==> src/rtl/core_axil_bridge.sv <==
// AXI4-Lite slave to NMI master bridge with delayed core reset, top-byte remap,
// alternating read/write arbitration and an NMI timeout that answers SLVERR.
module core_axil_bridge #(
    parameter int ADDR_W    = 32,
    parameter int DATA_W    = 32,
    parameter int NUM_REMAP = 2,
    parameter int RST_DLY_W = 19,
    parameter int TMO_W     = 8
) (
    input  logic                   clk_i,
    input  logic                   rst_i,
    output logic                   core_rst_o,
    input  logic [NUM_REMAP*8-1:0] remap_match_i,
    input  logic [NUM_REMAP*8-1:0] remap_base_i,
    input  logic [NUM_REMAP-1:0]   remap_en_i,
    input  logic [TMO_W-1:0]       tmo_lim_i,
    input  logic [ADDR_W-1:0]      awaddr_i,
    input  logic                   awvalid_i,
    output logic                   awready_o,
    input  logic [DATA_W-1:0]      wdata_i,
    input  logic [DATA_W/8-1:0]    wstrb_i,
    input  logic                   wvalid_i,
    output logic                   wready_o,
    output logic [1:0]             bresp_o,
    output logic                   bvalid_o,
    input  logic                   bready_i,
    input  logic [ADDR_W-1:0]      araddr_i,
    input  logic                   arvalid_i,
    output logic                   arready_o,
    output logic [DATA_W-1:0]      rdata_o,
    output logic [1:0]             rresp_o,
    output logic                   rvalid_o,
    input  logic                   rready_i,
    output logic                   mem_valid_o,
    output logic [ADDR_W-1:0]      mem_addr_o,
    output logic [DATA_W-1:0]      mem_wdata_o,
    output logic [DATA_W/8-1:0]    mem_wstrb_o,
    input  logic [DATA_W-1:0]      mem_rdata_i,
    input  logic                   mem_ready_i,
    output logic                   tmo_flag_o
);

    typedef enum logic [1:0] {IDLE, NMI, BRESP, RRESP} state_t;

    localparam logic [1:0] RESP_OKAY   = 2'b00;
    localparam logic [1:0] RESP_SLVERR = 2'b10;

    state_t               state, state_nxt;
    logic [RST_DLY_W-1:0] dly_cnt;
    logic [TMO_W-1:0]     tmo_cnt;
    logic                 last_wr;
    logic                 is_wr;
    logic [1:0]           resp_q;
    logic                 grant_wr;
    logic                 grant_rd;
    logic                 tmo_hit;

    // Lowest-index enabled entry whose match byte equals the top address byte wins.
    function automatic logic [ADDR_W-1:0] remap_addr(
        input logic [ADDR_W-1:0]      addr,
        input logic [NUM_REMAP*8-1:0] match,
        input logic [NUM_REMAP*8-1:0] base,
        input logic [NUM_REMAP-1:0]   en
    );
        logic [ADDR_W-1:0] res;
        logic              hit;
        res = addr;
        hit = 1'b0;
        for (int i = 0; i < NUM_REMAP; i++) begin
            if (!hit && en[i] && (match[i*8 +: 8] == addr[ADDR_W-1 -: 8])) begin
                res[ADDR_W-1 -: 8] = base[i*8 +: 8];
                hit                = 1'b1;
            end
        end
        return res;
    endfunction

    assign core_rst_o  = (dly_cnt != '1);
    assign tmo_hit     = (tmo_lim_i != '0) && (tmo_cnt == tmo_lim_i - TMO_W'(1));
    assign mem_valid_o = (state == NMI);
    assign bvalid_o    = (state == BRESP);
    assign rvalid_o    = (state == RRESP);
    assign bresp_o     = resp_q;
    assign rresp_o     = resp_q;

    always_ff @(posedge clk_i) begin
        if (rst_i) begin
            dly_cnt <= '0;
            state   <= IDLE;
        end else begin
            if (dly_cnt != '1) begin
                dly_cnt <= dly_cnt + RST_DLY_W'(1);
            end
            state <= state_nxt;
        end
    end

    // A write needs AW and W together; with both sides pending, the side not served last goes.
    always_comb begin
        state_nxt = state;
        grant_wr  = 1'b0;
        grant_rd  = 1'b0;
        awready_o = 1'b0;
        wready_o  = 1'b0;
        arready_o = 1'b0;
        case (state)
            IDLE: begin
                if (!core_rst_o) begin
                    grant_wr  = awvalid_i && wvalid_i && (!arvalid_i || !last_wr);
                    grant_rd  = arvalid_i && !grant_wr;
                    awready_o = grant_wr;
                    wready_o  = grant_wr;
                    arready_o = grant_rd;
                    if (grant_wr || grant_rd) begin
                        state_nxt = NMI;
                    end
                end
            end
            NMI: begin
                if (mem_ready_i || tmo_hit) begin
                    state_nxt = is_wr ? BRESP : RRESP;
                end
            end
            BRESP: begin
                if (bready_i) begin
                    state_nxt = IDLE;
                end
            end
            RRESP: begin
                if (rready_i) begin
                    state_nxt = IDLE;
                end
            end
            default: state_nxt = IDLE;
        endcase
    end

    always_ff @(posedge clk_i) begin
        if (rst_i) begin
            mem_addr_o  <= '0;
            mem_wdata_o <= '0;
            mem_wstrb_o <= '0;
            rdata_o     <= '0;
            resp_q      <= RESP_OKAY;
            tmo_cnt     <= '0;
            tmo_flag_o  <= 1'b0;
            last_wr     <= 1'b0;
            is_wr       <= 1'b0;
        end else begin
            tmo_flag_o <= 1'b0;
            if (grant_wr || grant_rd) begin
                mem_addr_o  <= remap_addr(grant_wr ? awaddr_i : araddr_i,
                                          remap_match_i, remap_base_i, remap_en_i);
                mem_wdata_o <= wdata_i;
                mem_wstrb_o <= grant_wr ? wstrb_i : '0;
                is_wr       <= grant_wr;
                last_wr     <= grant_wr;
                tmo_cnt     <= '0;
            end
            // A ready in the same cycle as the timeout still completes with OKAY.
            if (state == NMI) begin
                if (mem_ready_i) begin
                    resp_q <= RESP_OKAY;
                    if (!is_wr) begin
                        rdata_o <= mem_rdata_i;
                    end
                end else begin
                    tmo_cnt <= tmo_cnt + TMO_W'(1);
                    if (tmo_hit) begin
                        resp_q     <= RESP_SLVERR;
                        rdata_o    <= '0;
                        tmo_flag_o <= 1'b1;
                    end
                end
            end
        end
    end

endmodule

==> config.mk <==
export PLATFORM = sky130hd
export DESIGN_NAME = core_axil_bridge
export DESIGN_NICKNAME = d
export VERILOG_FILES = /design/src/rtl/core_axil_bridge.sv
export SDC_FILE = /design/constraint.sdc
export NUM_CORES = 1
export LEC_CHECK = 0
export ABC_CLOCK_PERIOD_IN_PS = 3200
export CAP_MARGIN = 5
export CORE_UTILIZATION = 42
export DETAILED_ROUTE_END_ITERATION = 8
export PLACE_DENSITY = 0.84
export SYNTH_ARGS = -nofsm -noshare
export SYNTH_HDL_FRONTEND = slang
export SYNTH_SLANG_ARGS = --single-unit
==> constraint.sdc <==
create_clock -name clk_i -period 3.2 [get_ports clk_i]
set_input_delay 0.48 -clock clk_i [delete_from_list [all_inputs] [get_ports clk_i]]
set_output_delay 0.48 -clock clk_i [all_outputs]
set_load 0.05 [all_outputs]
==> results of run 1 <==
[logic make-up (layout without fill, tap and decap cells)]
group           count (synthesis)  count (layout)  synth area share (%)
simple gates                  324             324                  24.4
compound gates                174             174                  20.9
xor+xnor                       33              33                  4.60
fa+ha+maj                       4               4                 0.796
other cells                     1               3                0.0596
flops                         132             132                  42.0
buf+inv                        73             366                  5.25
mux                            12              12                  1.99
[per-stage QoR]
step / cell area, um2 / setup TNS (ns) / worst slack (ns) / hold WS [ns]
floorplan: 6300 / 0 / 0.0490 / 0.460
global placement: 9430 / -0.703 / -0.0293 / 0.437
detailed placement: 9430 / -2.14 / -0.0894 / 0.442
CTS: 9960 / 0 / 0.0536 / 0.443
global route: 9970 / -0.0225 / -0.0225 / 0.465
finish: 9970 / 0 / 0.265 / 0.446
[worst register-to-register path, stage by stage (launching register included)]
cell and delay [ns]:
sky130_fd_sc_hd__dfxtp_1 0.39, sky130_fd_sc_hd__ha_1 0.23, sky130_fd_sc_hd__nand3_1 0.21, sky130_fd_sc_hd__a2111oi_4 0.42
sky130_fd_sc_hd__nand2_2 0.14, sky130_fd_sc_hd__buf_4 0.30, sky130_fd_sc_hd__nor4_1 0.37, sky130_fd_sc_hd__nor3_2 0.11
sky130_fd_sc_hd__o21ai_1 0.41, sky130_fd_sc_hd__o21ai_0 0.18
[synthesized netlist by cell type (5+ instances only)]
cell                       number  area share, %
sky130_fd_sc_hd__xor2_1        24            3.3
sky130_fd_sc_hd__nand2_1      146            8.7
sky130_fd_sc_hd__a41o_1        32            5.1
sky130_fd_sc_hd__and2_1         5           0.50
sky130_fd_sc_hd__dfxtp_1      132             42
sky130_fd_sc_hd__buf_2          6           0.48
sky130_fd_sc_hd__nor3_1        12           0.96
sky130_fd_sc_hd__xnor2_1        9            1.3
sky130_fd_sc_hd__clkbuf_1      34            2.0
sky130_fd_sc_hd__nand3_1       19            1.5
sky130_fd_sc_hd__a311oi_1      25            3.5
sky130_fd_sc_hd__a21oi_1       55            4.4
sky130_fd_sc_hd__buf_4          7           0.84
sky130_fd_sc_hd__nand2b_1       6           0.60
sky130_fd_sc_hd__nand4_1        7           0.70
sky130_fd_sc_hd__a22oi_1        9            1.1
sky130_fd_sc_hd__or3_1          5           0.50
sky130_fd_sc_hd__o21ai_0       19            1.5
sky130_fd_sc_hd__inv_1         17            1.0
sky130_fd_sc_hd__mux2i_1        8            1.3
sky130_fd_sc_hd__nor3b_1       33            3.9
sky130_fd_sc_hd__nor2_1        68            4.1
[final cells by class]
cell class	instances	area [um2]
clock buffer	22	454
multi-input combinational	549	3340
fill	1171	4610
clock inverter	9	82.6
sequential	132	2640
inverter	19	71.3
tap	184	230
timing repair buffer	316	3160
antenna	1	2.50
[power groups by stage]
stage               combinational [W]  clock, W  sequential, W
floorplan                    0.000110         0        0.00169
global placement             0.000373         0        0.00169
detailed placement           0.000375         0        0.00169
CTS                          0.000378   0.00182        0.00165
global route                 0.000406   0.00190        0.00165
finish                       0.000379   0.00178        0.00165
[registers in the layout, summed over array words and instances, names as in the netlist]
signal,cells
mem_addr_o,32
mem_wdata_o,32
rdata_o,32
dly_cnt,19
tmo_cnt,8
mem_wstrb_o,4
state,2
bresp_o,1
is_wr,1
tmo_flag_o,1
[routing by layer]
layer | share of wire (%) | vias up | wire (um)
met5 | 0.058 | - | 11
met4 | 2.8 | 2 | 538
met3 | 6.6 | 45 | 1260
met2 | 50 | 221 | 9420
met1 | 41 | 3022 | 7770
li1 | - | 3252 | -
[final timing paths]
check,to,slack [ns],depth (start not counted)
worst max-delay path,awready_o,0.27,8
worst min-delay path,mem_wdata_o[9]$_SDFFE_PP0P_,0.45,2
worst max register to register,mem_addr_o[25]$_SDFFE_PP0P_,0.30,9
worst min register to register,mem_wdata_o[9]$_SDFFE_PP0P_,0.45,2
==> out/results.txt, run 1 <==
The run finished with clean final reports. The beginning of the critical path was dly_cnt[0]$_SDFFE_PP0P_. Using the TritonRoute via totals, the vias-per-cell ratio works out to 5.31.

For the maximum clock skew at final layout, the log shows 0.00838 ns. In this run switching power makes up 22.1% of total power. The pin count of the biggest net entering global routing is 62, and the sequential fraction of design power is 43.3%. The finished layout holds 1232 standard cells, fillers aside. For the pin with the worst max-slew slack, the measured transition is 0.634 ns. The area growth from synthesis to layout is 58.6%.

Of the cells placed in the final design, the portion with a size suffix greater than 1 is 7.35%. Combinational logic is responsible for 9.9% of the overall power. Setup repair after global routing could not meet its margin everywhere. The clock net in this run drives a total of 132 sinks. The clock network fraction of design power was 46.7%; the post-synthesis area per instance was 8.35 um2. The floorplan has 44 rows. The synthesized netlist occupies a cell area of 6290 um2.

TritonCTS built the clock tree. Setup violations remaining at the end of the flow were counted as 0. Leaving out fill and tap cells, the most frequent cells in the layout are sky130_fd_sc_hd__clkdlybuf4s50_1, sky130_fd_sc_hd__nand2_1, sky130_fd_sc_hd__dfxtp_1.

Gates resized during post-CTS repair numbered 0. The critical path contains buffers and inverters numbering 4 combined. For the endpoint required time on the critical path, the log shows 2.72 ns.

The count of port buffers added during placement is 291. Counting distinct cell types in the post-synthesis netlist gives 61. For this run the aggregate overflow at the end of global routing stands at 0. The run gives 0.000335 V as the worst-case vdd ir drop. Wires add up to 19.0 mm. In this run, synthesis produced a sequential element count of 132.

The global routing usage on met2 was 42.2%; the share of synthesized registers carrying an async set or reset was 0%. The tree is rooted in a sky130_fd_sc_hd__clkbuf_16. The largest individual stage delay along the critical path comes from the cell sky130_fd_sc_hd__a2111oi_4.

The die width was 124 um. Number of enable flip-flop cells after synthesis: 0. STA classifies the critical path startpoint as a flop. The library cell used most frequently in the layout, excluding fill and tap cells, is sky130_fd_sc_hd__clkdlybuf4s50_1. Power comes to 0.00381 W. The longest clock path from root to sink contains 2 buffers. For met3 alone, demand over resource in global routing was 7.43%. In this run the post-CTS setup repair buffer count came out at 0. The hold violation count in the final report came out at 0. Including well taps, the total number of placed cells is 1200.

After layout, the minimum clock period comes to 2.93 ns. The worst slew slack as a fraction of its limit is 57.8%, and the delay of the slowest critical-path stage is 0.41 ns. Cell internal power was estimated by the tool at 0.00297 W.

The net switching power is 0.000844 W, and the I/O pin total is 294. The signal on the critical path passes through ha_1, nand3_1, a2111oi_4, nand2_2, inv_2, buf_4, buf_4, buf_12. The path class of the tightest hold or removal check is flop to flop. Cells fill 68.4% of the core in the end. The number of search-and-repair iterations in the first detailed-routing pass was 4; the number of nets still failing antenna checks after routing was 0. For this run, the post-layout net count is 1221. For the number of instances in the synthesized netlist, the log shows 753.

The critical path endpoint category was an output port. The die is 124 um tall. The first global-routing pass estimated 31.3 mm of wire.

For met1 alone, demand over resource in global routing was 28.8%. Dividing the final minimum period by the clock period gives 91.7%. The tools report the final-report max-slew violation count as 0.

Detailed placement ended at an HPWL of 14.0 mm. The logs give 0.41 ns for the worst-skew pair later-pin latency and 6416 for the via count of the first global-routing pass. The primary flip-flop cell chosen by synthesis mapping is sky130_fd_sc_hd__dfxtp_1.

The congestion estimate from routability-driven global placement came to 0.889. The detailed router placed 6542 vias in this run. The region available for standard cell placement spans 14600 um2. For this run, the register share of the synthesized area comes to 42.0%. The initial antenna violation count was 1; the post-route DRC violation count was 0. The die covers 15500 um2. Based on the critical path, the design can be clocked at up to 341 MHz. The power density normalized to cell area was 382 nW/um2; the first-iteration detailed-routing DRC count was 383. The depth of the CTS H-tree was 4. The layer flagged by global routing as most heavily used is met2. Buffers inserted during clock tree synthesis total 17. Of all nets on the critical path, the largest fanout is 13. For the leakage dissipation, the log shows 3.79 nW. The start point of the worst min-delay path was mem_wdata_o[9]$_SDFFE_PP0P_.

The tools report the overall track demand over capacity in global routing as 24.7%. STA puts the critical path data arrival time at 2.45 ns. The critical path's top delay family is buffers and inverters.

The total of hold buffers inserted after clock tree synthesis is 0. The critical path is of the flop to output port type. The start of the worst register-to-register path was dly_cnt[0]$_SDFFE_PP0P_.

The routed wirelength normalized by instance count was 15.4 um. Counting stages on the worst path, the most repeated cell is sky130_fd_sc_hd__buf_4. The run gives 0 as the number of max-cap violations.

The initial utilization of the core area, before any placement, comes to 43.1%. During synthesis, Yosys emitted a total of 0 warnings. Clock-pin slew was measured on the worst setup and hold paths at 0.05 ns.
No activity file was read; power rests on OpenSTA's default activity.
==> inputs of run 2 (changes only) <==
--- a/config.mk
+++ b/config.mk
@@ -5,11 +5,12 @@
 export SDC_FILE = /design/constraint.sdc
 export NUM_CORES = 1
 export LEC_CHECK = 0
-export ABC_CLOCK_PERIOD_IN_PS = 3200
+export ABC_CLOCK_PERIOD_IN_PS = 2900
 export CAP_MARGIN = 5
 export CORE_UTILIZATION = 42
 export DETAILED_ROUTE_END_ITERATION = 8
 export PLACE_DENSITY = 0.84
+export REMOVE_ABC_BUFFERS = 1
 export SYNTH_ARGS = -nofsm -noshare
 export SYNTH_HDL_FRONTEND = slang
 export SYNTH_SLANG_ARGS = --single-unit
==> constraint.sdc (replaced) <==
create_clock -name clk_i -period 2.9 [get_ports clk_i]
set_input_delay 0.435 -clock clk_i [delete_from_list [all_inputs] [get_ports clk_i]]
set_output_delay 0.435 -clock clk_i [all_outputs]
set_load 0.05 [all_outputs]
==> run 2 against run 1 <==
Cell area increased by 3.3%. Highest routed layer is now met4. Critical path type is now input port to flop. Final cell count increased by 2.2%. Sequential power rose by 10%. Count of clock-buffer cells in the layout unchanged. Critical endpoint is now rdata_o[27]$_SDFFE_PP0P_. Hold slack worse by 0.018 ns.
==> out/results.txt, run 2 (synthesis gave the netlist of run 1 again) <==
The run finished with clean final reports. The clock slew seen by the registers of the worst setup and hold paths is 0.05 ns, and the maximum clock skew at final layout is 0.00862 ns. The peak clock frequency supported by timing is 352 MHz. The run gives 0.0562 ns as the worst path setup slack after routing.

Cell at the root of the clock tree: sky130_fd_sc_hd__clkbuf_16. In the routed design, unresolved DRC markers number 0. Pin count of the biggest net entering global routing: 62. The setup path with the least slack is of type input port to flop. For this design, the sink count on the clock tree is 132. The number of search-and-repair iterations in the first detailed-routing pass is 9. The I/O pin total was 294. In this run the worst hold path is classified as input port to flop. The logs give 70.7% for the final design utilization and 0.000382 V for the worst-case vdd ir drop.

The tools report the via count of the first global-routing pass as 6390. For the pin with the worst max-slew slack, the measured transition is 0.586 ns. The commonest non-fill, non-tap cell in the layout was sky130_fd_sc_hd__clkdlybuf4s50_1. The logic depth of the worst register-to-register path is 10, and the initial antenna violation count is 0.

Highest-utilization routing layer at the global route stage: met2. No sink is reached through more buffers than the 2 on the longest clock path. The global routing usage on met2 was 43.4%. In this run the critical register-to-register path is launched from dly_cnt[0]$_SDFFE_PP0P_. Headroom to the max-slew limit came out at 60.8%. TritonCTS built the clock tree. Leaving out filler cells and counting taps, the final layout contains 1259. Of all nets on the critical path, the largest fanout is 15.

The core region area is 14600 um2, and the first-iteration detailed-routing DRC count is 469. The die width was 124 um. The power density normalized to cell area was 426 nW/um2; the initial core utilization was 43.1%. Setup violations remaining at the end of the flow were counted as 0. Net count reported at finish: 1249. Total power for the finished layout comes to 0.00439 W. The tools report the overall track demand over capacity in global routing as 25.5%. The tools report the type of origin of the critical path as an input port.

The chip height works out to 124 um. The worst setup path is captured at a flop. Global routing used 29.6% of the available met1 tracks. In this run, post-CTS hold repair placed 0 buffers. For the number of nets still failing antenna checks after routing, the log shows 0.

In this run the most critical hold path is launched from rst_i. Worst slack after detailed placement: -0.296 ns. The count of port buffers added during placement was 291. In this run, placement finished with an instance count of 1222. The tools report the hold violation count in the final report as 0. Worst path arrival time: 3.15 ns.

The per-cell via count in the routed design works out to 5.44. The number of rows created at floorplan came out at 44. After layout, the worst path uses 98.1% of the clock period. The later pin in the worst-skew pair is clocked with a latency of 0.42 ns. The layout-stage area growth over the synthesis result was 64.0%; the global-route wire length before repair was 31.7 mm. Cells with a size suffix above 1 make up 10.5% of the layout. The top cell types in the final layout, fill and taps aside, are sky130_fd_sc_hd__clkdlybuf4s50_1, sky130_fd_sc_hd__nand2_1, sky130_fd_sc_hd__dfxtp_1. Once detailed placement completed, the half-perimeter wirelength came to 14.6 mm. The run gives 17 as the number of buffers added by the clock tree synthesis step. The end of the worst register-to-register path was mem_addr_o[27]$_SDFFE_PP0P_.

The routed wirelength normalized by instance count is 16.4 um, and the worst hold margin is 0.428 ns. The final-report max-slew violation count was 0; the routed wire length was 20.7 mm. Via count: 6845.

Across the run, the number of max-cap violations was 0. Beginning of the critical path: tmo_lim_i[0]. Routability-driven placement finished with a final weighted congestion of 0.916. The die covers 15500 um2.

The sink of the worst hold path was dly_cnt[6]$_SDFFE_PP0P_. The worst reg-to-reg setup slack is 0.19 ns. Summed over all cells, the static leakage comes to 3.97 nW. The number of antenna diodes in the final layout is 0. After global routing the overflow that remains totals 0.

In the final layout, the registers with the most flip-flops are mem_addr_o (32), mem_wdata_o (32), rdata_o (32). The depth of the CTS H-tree came out at 4. The endpoint required time on the critical path came out at 3.20 ns. The routed design could run at a clock period as short as 2.84 ns. The cell depth of the worst hold path was 2; the global-route track usage on met3 was 7.26%.
==> run 2: changes by cell type in the layout (fill, tap and decap cells not counted), moves of 2 or more <==
cell                        change
sky130_fd_sc_hd__buf_4         +24
sky130_fd_sc_hd__buf_6          +2
sky130_fd_sc_hd__clkbuf_1       -3
sky130_fd_sc_hd__clkbuf_16      +2
sky130_fd_sc_hd__clkbuf_8       +3
sky130_fd_sc_hd__clkinv_4       -2
sky130_fd_sc_hd__nor3_1         +2
sky130_fd_sc_hd__nor3_2         -2
sky130_fd_sc_hd__o21ai_1        -2
sky130_fd_sc_hd__o21ai_2        +2
==> run 2: worst max-delay path, cell delays in order <==
cell and delay, ns:
sky130_fd_sc_hd__clkdlybuf4s50_1 0.44, sky130_fd_sc_hd__or3_4 0.42, sky130_fd_sc_hd__xor2_1 0.16, sky130_fd_sc_hd__or3b_4 0.41, sky130_fd_sc_hd__a31oi_4 0.20, sky130_fd_sc_hd__a41oi_2 0.18
sky130_fd_sc_hd__a211oi_4 0.25, sky130_fd_sc_hd__buf_4 0.18, sky130_fd_sc_hd__buf_6 0.17, sky130_fd_sc_hd__nor3b_1 0.06, sky130_fd_sc_hd__a41o_1 0.23
==> run 2: repair_timing <==
action,4_1_cts,5_1_grt
setup buffers,0,3
gates cloned,0,3
gates resized for setup,1,10
setup endpoints to repair,1,41
pin swaps,0,5
==> run 2: area by class of cell <==
type                    instances  area, um2
inverters                      19       71.3
repair buffers                344       3410
well taps                     184        230
multi-input cells             549       3370
flip-flops and latches        132       2640
clock buffers                  22        484
fillers                      1090       4280
clock inverters                 9        103
==> run 2: how the worst max path moves through the flow <==
| stage | end | slack, ns | depth (start not counted) |
|---|---|---|---|
| after detailed placement | rdata_o[23]$_SDFFE_PP0P_ | -0.30 | 10 |
| after global placement | rdata_o[3]$_SDFFE_PP0P_ | -0.22 | 10 |
| after CTS | core_rst_o | 0.05 | 5 |
| final | rdata_o[27]$_SDFFE_PP0P_ | 0.06 | 11 |
| after global routing | rdata_o[27]$_SDFFE_PP0P_ | -0.02 | 11 |
| after floorplan | tmo_cnt[0]$_SDFF_PP0_ | -1.03 | 9 |
==> run 2: routing by layer <==
layer | part of all wire [%] | routed length (um) | up-vias
met3 | 5.9 | 1220 | 47
met5 | 0 | 0 | -
met4 | 3.2 | 660 | 0
li1 | - | - | 3299
met1 | 41 | 8480 | 3241
met2 | 50 | 10300 | 258
==> run 2: report_power, final <==
group | total (W) | internal [W] | switching, W
registers | 0.00182 | 0.00182 | 0.00000440
clock network | 0.00213 | 0.00134 | 0.000781
logic | 0.000443 | 0.000277 | 0.000166
total | 0.00439 | 0.00344 | 0.000951
==> run 2: per-stage QoR <==
step,setup TNS [ns],area [um2]
2_1_floorplan,-55.48,6030
3_3_place_gp,-7.05,9590
3_5_place_dp,-10.05,9590
4_1_cts,0,10200
5_1_grt,-0.0160,10300
6_report,0,10300
